==> src/rtl/priority_scan_pkg.sv <==
// -----------------------------------------------------------------------------
// priority_scan_pkg
// Shared types and helpers for priority_scan_encoder and its priority_pick
// sub-module:
//   state_t     - scan FSM state (IDLE, SCAN)
//   MAX_INPUTS  - upper bound on the request width accepted by popcount()
//   calc_idx_w  - index width for a given number of request inputs
//   popcount    - number of set bits; used only when PRIORITY_SCAN_COUNT_EN
//                 is defined
// -----------------------------------------------------------------------------
package priority_scan_pkg;

   typedef enum logic {
      IDLE = 1'b0,
      SCAN = 1'b1
   } state_t;

   localparam int MAX_INPUTS = 256;

   // A request vector of 2 or more inputs needs at least one index bit.
   function automatic int calc_idx_w(input int n);
      return (n < 2) ? 1 : $clog2(n);
   endfunction

   // Callers zero-extend their vector to MAX_INPUTS bits.
   function automatic int popcount(input logic [MAX_INPUTS-1:0] v);
      int c;
      c = 0;
      for (int i = 0; i < MAX_INPUTS; i++) begin
         c += int'(v[i]);
      end
      return c;
   endfunction

endpackage

==> src/rtl/priority_scan_encoder_pick.sv <==
// -----------------------------------------------------------------------------
// priority_pick
// Combinational priority selector over a request vector.
//   i_vec  - request vector, bit i = source i
//   o_idx  - index of the winning set bit (highest when HIGH_FIRST != 0,
//            lowest otherwise); 0 when no bit is set
//   o_any  - at least one bit is set
//   o_one  - exactly one bit is set
// -----------------------------------------------------------------------------
module priority_pick
   import priority_scan_pkg::*;
#(
   parameter  int NUM_INPUTS = 8,
   parameter  int HIGH_FIRST = 1,
   localparam int IDX_W      = calc_idx_w(NUM_INPUTS)
) (
   input  logic [NUM_INPUTS-1:0] i_vec,
   output logic [IDX_W-1:0]      o_idx,
   output logic                  o_any,
   output logic                  o_one
);

   // The loop runs toward the winner so the last match seen is the one kept.
   always_comb begin
      o_idx = '0;
      if (HIGH_FIRST != 0) begin
         for (int i = 0; i < NUM_INPUTS; i++) begin
            if (i_vec[i]) o_idx = IDX_W'(i);
         end
      end else begin
         for (int i = NUM_INPUTS - 1; i >= 0; i--) begin
            if (i_vec[i]) o_idx = IDX_W'(i);
         end
      end
   end

   assign o_any = |i_vec;
   // v & (v-1) clears the lowest set bit; nothing left means a single bit.
   assign o_one = o_any && ((i_vec & (i_vec - NUM_INPUTS'(1))) == '0);

endmodule

==> src/rtl/priority_scan_encoder.sv <==
// -----------------------------------------------------------------------------
// priority_scan_encoder
// Captures a request vector in one load, then emits the index of every set
// bit, one per valid/ready handshake, in priority order (HIGH_FIRST).
// Optional feature macro: PRIORITY_SCAN_COUNT_EN adds Remaining_Count_Out.
// Ports:
//   Clock_In            - clock, rising edge
//   Reset_In            - asynchronous active-low reset
//   Load_In / Data_In   - capture request vector while not busy
//   Flush_In            - synchronous abort of the current scan
//   Ready_In            - consumer accepts Index_Out
//   Valid_Out           - Index_Out is valid
//   Index_Out           - current highest-priority pending index (0 if !valid)
//   Last_Out            - Index_Out is the final pending index
//   Busy_Out            - scan in progress, loads ignored
//   Zero_Out            - one-cycle pulse after an all-zero load
//   Remaining_Count_Out - pending bit count (PRIORITY_SCAN_COUNT_EN only)
// -----------------------------------------------------------------------------
module priority_scan_encoder
   import priority_scan_pkg::*;
#(
   parameter  int NUM_INPUTS = 8,
   parameter  int HIGH_FIRST = 1,
   localparam int IDX_W      = calc_idx_w(NUM_INPUTS)
`ifdef PRIORITY_SCAN_COUNT_EN
   ,
   localparam int CNT_W      = $clog2(NUM_INPUTS + 1)
`endif
) (
   input  logic                  Clock_In,
   input  logic                  Reset_In,
   input  logic                  Load_In,
   input  logic [NUM_INPUTS-1:0] Data_In,
   input  logic                  Flush_In,
   input  logic                  Ready_In,
   output logic                  Valid_Out,
   output logic [IDX_W-1:0]      Index_Out,
   output logic                  Last_Out,
   output logic                  Busy_Out,
   output logic                  Zero_Out
`ifdef PRIORITY_SCAN_COUNT_EN
   ,
   output logic [CNT_W-1:0]      Remaining_Count_Out
`endif
);

   state_t                r_state;
   state_t                w_state_nxt;
   logic [NUM_INPUTS-1:0] r_pending;
   logic [NUM_INPUTS-1:0] w_pending_nxt;
   logic                  r_zero;
   logic                  w_zero_nxt;

   logic [IDX_W-1:0]      w_pick_idx;
   logic                  w_pick_any;
   logic                  w_pick_one;
   logic                  w_valid;
   logic [NUM_INPUTS-1:0] w_clear_mask;

   priority_pick #(
      .NUM_INPUTS (NUM_INPUTS),
      .HIGH_FIRST (HIGH_FIRST)
   ) u_pick (
      .i_vec (r_pending),
      .o_idx (w_pick_idx),
      .o_any (w_pick_any),
      .o_one (w_pick_one)
   );

   assign w_clear_mask = {{(NUM_INPUTS-1){1'b0}}, 1'b1} << w_pick_idx;

   // State, pending vector and zero pulse register
   always_ff @(posedge Clock_In or negedge Reset_In) begin
      if (!Reset_In) begin
         r_state   <= IDLE;
         r_pending <= '0;
         r_zero    <= 1'b0;
      end else begin
         r_state   <= w_state_nxt;
         r_pending <= w_pending_nxt;
         r_zero    <= w_zero_nxt;
      end
   end

   // Next-state logic
   always_comb begin
      w_state_nxt   = r_state;
      w_pending_nxt = r_pending;
      w_zero_nxt    = 1'b0;
      case (r_state)
         IDLE: begin
            // A flush in IDLE does nothing itself but suppresses a load.
            if (Load_In && !Flush_In) begin
               if (Data_In != '0) begin
                  w_pending_nxt = Data_In;
                  w_state_nxt   = SCAN;
               end else begin
                  w_zero_nxt    = 1'b1;
               end
            end
         end
         SCAN: begin
            // Flush wins over a simultaneous handshake.
            if (Flush_In) begin
               w_pending_nxt = '0;
               w_state_nxt   = IDLE;
            end else if (w_valid && Ready_In) begin
               w_pending_nxt = r_pending & ~w_clear_mask;
               if (w_pick_one) w_state_nxt = IDLE;
            end
         end
         default: begin
            w_pending_nxt = '0;
            w_state_nxt   = IDLE;
         end
      endcase
   end

   // Outputs decoded from the registered state
   always_comb begin
      w_valid   = (r_state == SCAN) && w_pick_any;
      Valid_Out = w_valid;
      Busy_Out  = (r_state == SCAN);
      Index_Out = w_valid ? w_pick_idx : '0;
      Last_Out  = w_valid && w_pick_one;
      Zero_Out  = r_zero;
   end

`ifdef PRIORITY_SCAN_COUNT_EN
   assign Remaining_Count_Out = (r_state == SCAN)
                              ? CNT_W'(popcount(MAX_INPUTS'(r_pending)))
                              : '0;
`endif

endmodule
==> config.mk <==
export PLATFORM = sky130hd
export DESIGN_NAME = priority_scan_encoder
export DESIGN_NICKNAME = d
export VERILOG_FILES = /design/src/rtl/priority_scan_pkg.sv /design/src/rtl/priority_scan_encoder_pick.sv /design/src/rtl/priority_scan_encoder.sv
export SDC_FILE = /design/constraint.sdc
export NUM_CORES = 1
export LEC_CHECK = 0
export CORE_AREA = 8 8 67 63
export CTS_BUF_LIST = sky130_fd_sc_hd__clkbuf_4 sky130_fd_sc_hd__clkbuf_8
export DETAILED_ROUTE_END_ITERATION = 16
export DIE_AREA = 0 0 75 71
export GPL_TIMING_DRIVEN = 0
export PLACE_DENSITY = 0.43
export SLEW_MARGIN = 20
export SYNTH_ARGS = -nofsm -noshare
export SYNTH_HDL_FRONTEND = slang
export SYNTH_SLANG_ARGS = --single-unit
==> constraint.sdc <==
create_clock -name Clock_In -period 1.95 [get_ports Clock_In]
set_input_delay 0.39 -clock Clock_In [delete_from_list [all_inputs] [get_ports Clock_In]]
set_output_delay 0.39 -clock Clock_In [all_outputs]
set_load 0.05 [all_outputs]
==> reports/metrics.yaml <==
status: "finished, violations left"
violations: "negative setup slack"
fin_crit_sh: 1.201
r2r_start: "r_pending[5]$_DFFE_PN0P_"
design_area_um2: 1294
cts.htree.levels: 1
setup_viol: 5
crit_end: "Last_Out"
p_total_mw: 2.596
setup.worst_path.start: "r_pending[7]$_DFFE_PN0P_"
dpl-instance-area_um2: 988.4
vias: 810
hold_viol: 0
crit_fanout: 5
cp-start-kind: "flop"
route.met3.wl_um: 143
cts_root_buffer: "clkbuf_4"
cp-end-kind: "output pin"
mostFrequentLayoutCell: "buf_4"
grt_max_degree: 11
worstReg2RegEnd: "Busy_Out$_DFF_PN0_"
path_buf_inv: 2
slowest_delay_ns: 0.54
finalClockSkew_ns: 0.002638
synth-seq-cells: 10
critPathKind: "flop to output pin"
boundaryPins: 20
drc: 0
yosys_warnings: 0
grt_pass1_vias: 819
synth_area_per_cell_um2: 8.977
io_buffers: 19
routed_wl_um: 2774
drt_iter0_drc: 52
nNetsFinal: 138
gp_congestion: 0.7928
cts.clk_slew.worst_paths_ns: 0.07
hp-class: "primary input to async pin"
crit_required_ns: 1.56
crit_family: "simple AND/OR/NAND/NOR gates"
clkSinkCount: 10
post_drt_wl_per_cell_um: 16.51
dr_wl_met2_um: 1244
synth_nets: 93
syn_inst: 80
numCtsBuffers: 3
cts_tree: "done"
cts_hold_buf: 0
cp_num_cells: 6
highest_layer: "met4"
syn-cell-area_um2: 718.2
die_area_um2: 5325
grt-ovfl-total: 0
place_hpwl_um: 1849
layout-drive-gt1-share: 0.4597
avgViaCountPerCell: 4.821
initial_core_util: 0.2260
syn2layout_area_growth_pct: 80.14
core_um2: 3178
fmax_ghz: 0.4272
fillerInstances: 335
dieHeight_um: 71
clk_path_buf_depth: 2
worst_pin_slew_ns: 0.6997
clkLatencyLatePin_ns: 0.26
rsz0062_at_grt: "yes"
arrival_ns: 1.95
grt_pass1_wl_um: 4319
met1_length_um: 1355
mostFrequentLayoutCells: "buf_4 (17), clkdlybuf4s50_1 (13), buf_6 (8), nand2_1 (8), dfrtp_2 (6)"
leakage_nw: 0.5614
slew_viol_final: 0
path_cells: "buf_6 > or4_4 > nor4_4 > a211o_1 > and3_4 > buf_8"
max_cap_viol_count: 0
ys_seq_area_frac: 0.3484
n_antenna_cell: 0
cellPowerDensity_nw_per_um2: 2007
crit_slowest_cell: "or4_4"
utilization: 0.4071
fin_ws_ns: -0.3911
min_period_ns: 2.341
slew-limit-headroom: 0.5318
whs_ns: 0.4452
ant_nets: 0
worst_r2r_path_depth: 13
grt_usage: 0.1041
first_pass_iters: 4
vdd_drop_max_v: 0.0009199
die_x_um: 75
ys_types: 36
reg2reg_setup_slack_ns: -0.27
placement_rows: 20
antenna_found_initial: 0
cell usage after synthesis:
cell type,n,share of area
dfrtp_1,10,0.35
nand2_1,8,0.042
nor2_1,7,0.037
and3_1,4,0.035
inv_1,4,0.021
nor4_1,4,0.035
o211ai_1,4,0.042
a221o_1,3,0.042
a32oi_1,3,0.037
a21o_1,2,0.021
a21oi_1,2,0.014
nand2b_1,2,0.017
nand3_1,2,0.014
nor3_1,2,0.014
o21ai_1,2,0.014
a211o_1,1,0.012
a221oi_1,1,0.012
a22o_2,1,0.014
a22oi_1,1,0.010
a2bb2oi_1,1,0.012
and2_1,1,0.0087
and2b_2,1,0.012
buf_6,1,0.016
buf_8,1,0.021
clkbuf_1,1,0.0052
clkinv_1,1,0.0052
nand3b_1,1,0.010
nor3b_1,1,0.010
nor4_2,1,0.017
nor4_4,1,0.030
o211a_1,1,0.014
o21a_1,1,0.010
o21ai_0,1,0.0070
o311ai_0,1,0.012
or4_4,1,0.016
xor2_1,1,0.012
worst min path at each step:
stage / to / start
after floorplan: Busy_Out$_DFF_PN0_ / Reset_In
after global placement: Zero_Out$_DFF_PN0_ / Busy_Out$_DFF_PN0_
after detailed placement: Zero_Out$_DFF_PN0_ / Busy_Out$_DFF_PN0_
after CTS: r_pending[7]$_DFFE_PN0P_ / Reset_In
after global routing: Zero_Out$_DFF_PN0_ / Reset_In
final: Zero_Out$_DFF_PN0_ / Reset_In
per-stage QoR:
stage                     setup TNS (ns)  setup WS [ns]  std cells
after floorplan                  -0.1317        -0.1220         80
after global placement            -2.149        -0.8576        143
after detailed placement          -2.071        -0.8516        143
after CTS                        -0.6107        -0.3896        159
after global routing              -1.247        -0.4840        168
final                            -0.8706        -0.3911        168
area by class of cell:
class	instances	area [um2]	area share
buffer	2	26.28	0.02031
inverter	5	22.52	0.01741
multi-input combinational	62	501.7	0.3878
sequential	10	257.7	0.1992
timing repair buffer	41	394.1	0.3046
tap	44	55.05	0.04255
clock buffer	4	36.28	0.02805
kinds of logic (layout without fill, tap and decap cells):
family,Yosys count,after routing,synth area share
simple gates,36,36,0.2979
compound gates,25,25,0.2735
flops,10,10,0.3484
buf+inv,8,52,0.06792
xor+xnor,1,1,0.01220
where the power goes:
part	switching (mW)	internal [mW]
clock	0.0726	0.113
combinational	0.899	1.05
sequential	0.170	0.294
flip-flops by register name (all words and copies together), names as in the netlist:
name and flops:
r_pending 8, Busy_Out 1, Zero_Out 1
metal layers:
metal,vias to the layer above,GRT usage
met5,-,0
met4,0,0.05217
met3,2,0.01412
met2,21,0.1420
met1,389,0.1509
li1,398,-
repair_timing:
action,CTS,global route
setup endpoints to repair,5,9
buffers inserted,13,9
endpoints found under the hold margin,0,0
gates resized for setup,38,27
pin swaps,6,4
Note: power is estimated with default switching activity, not from simulation.
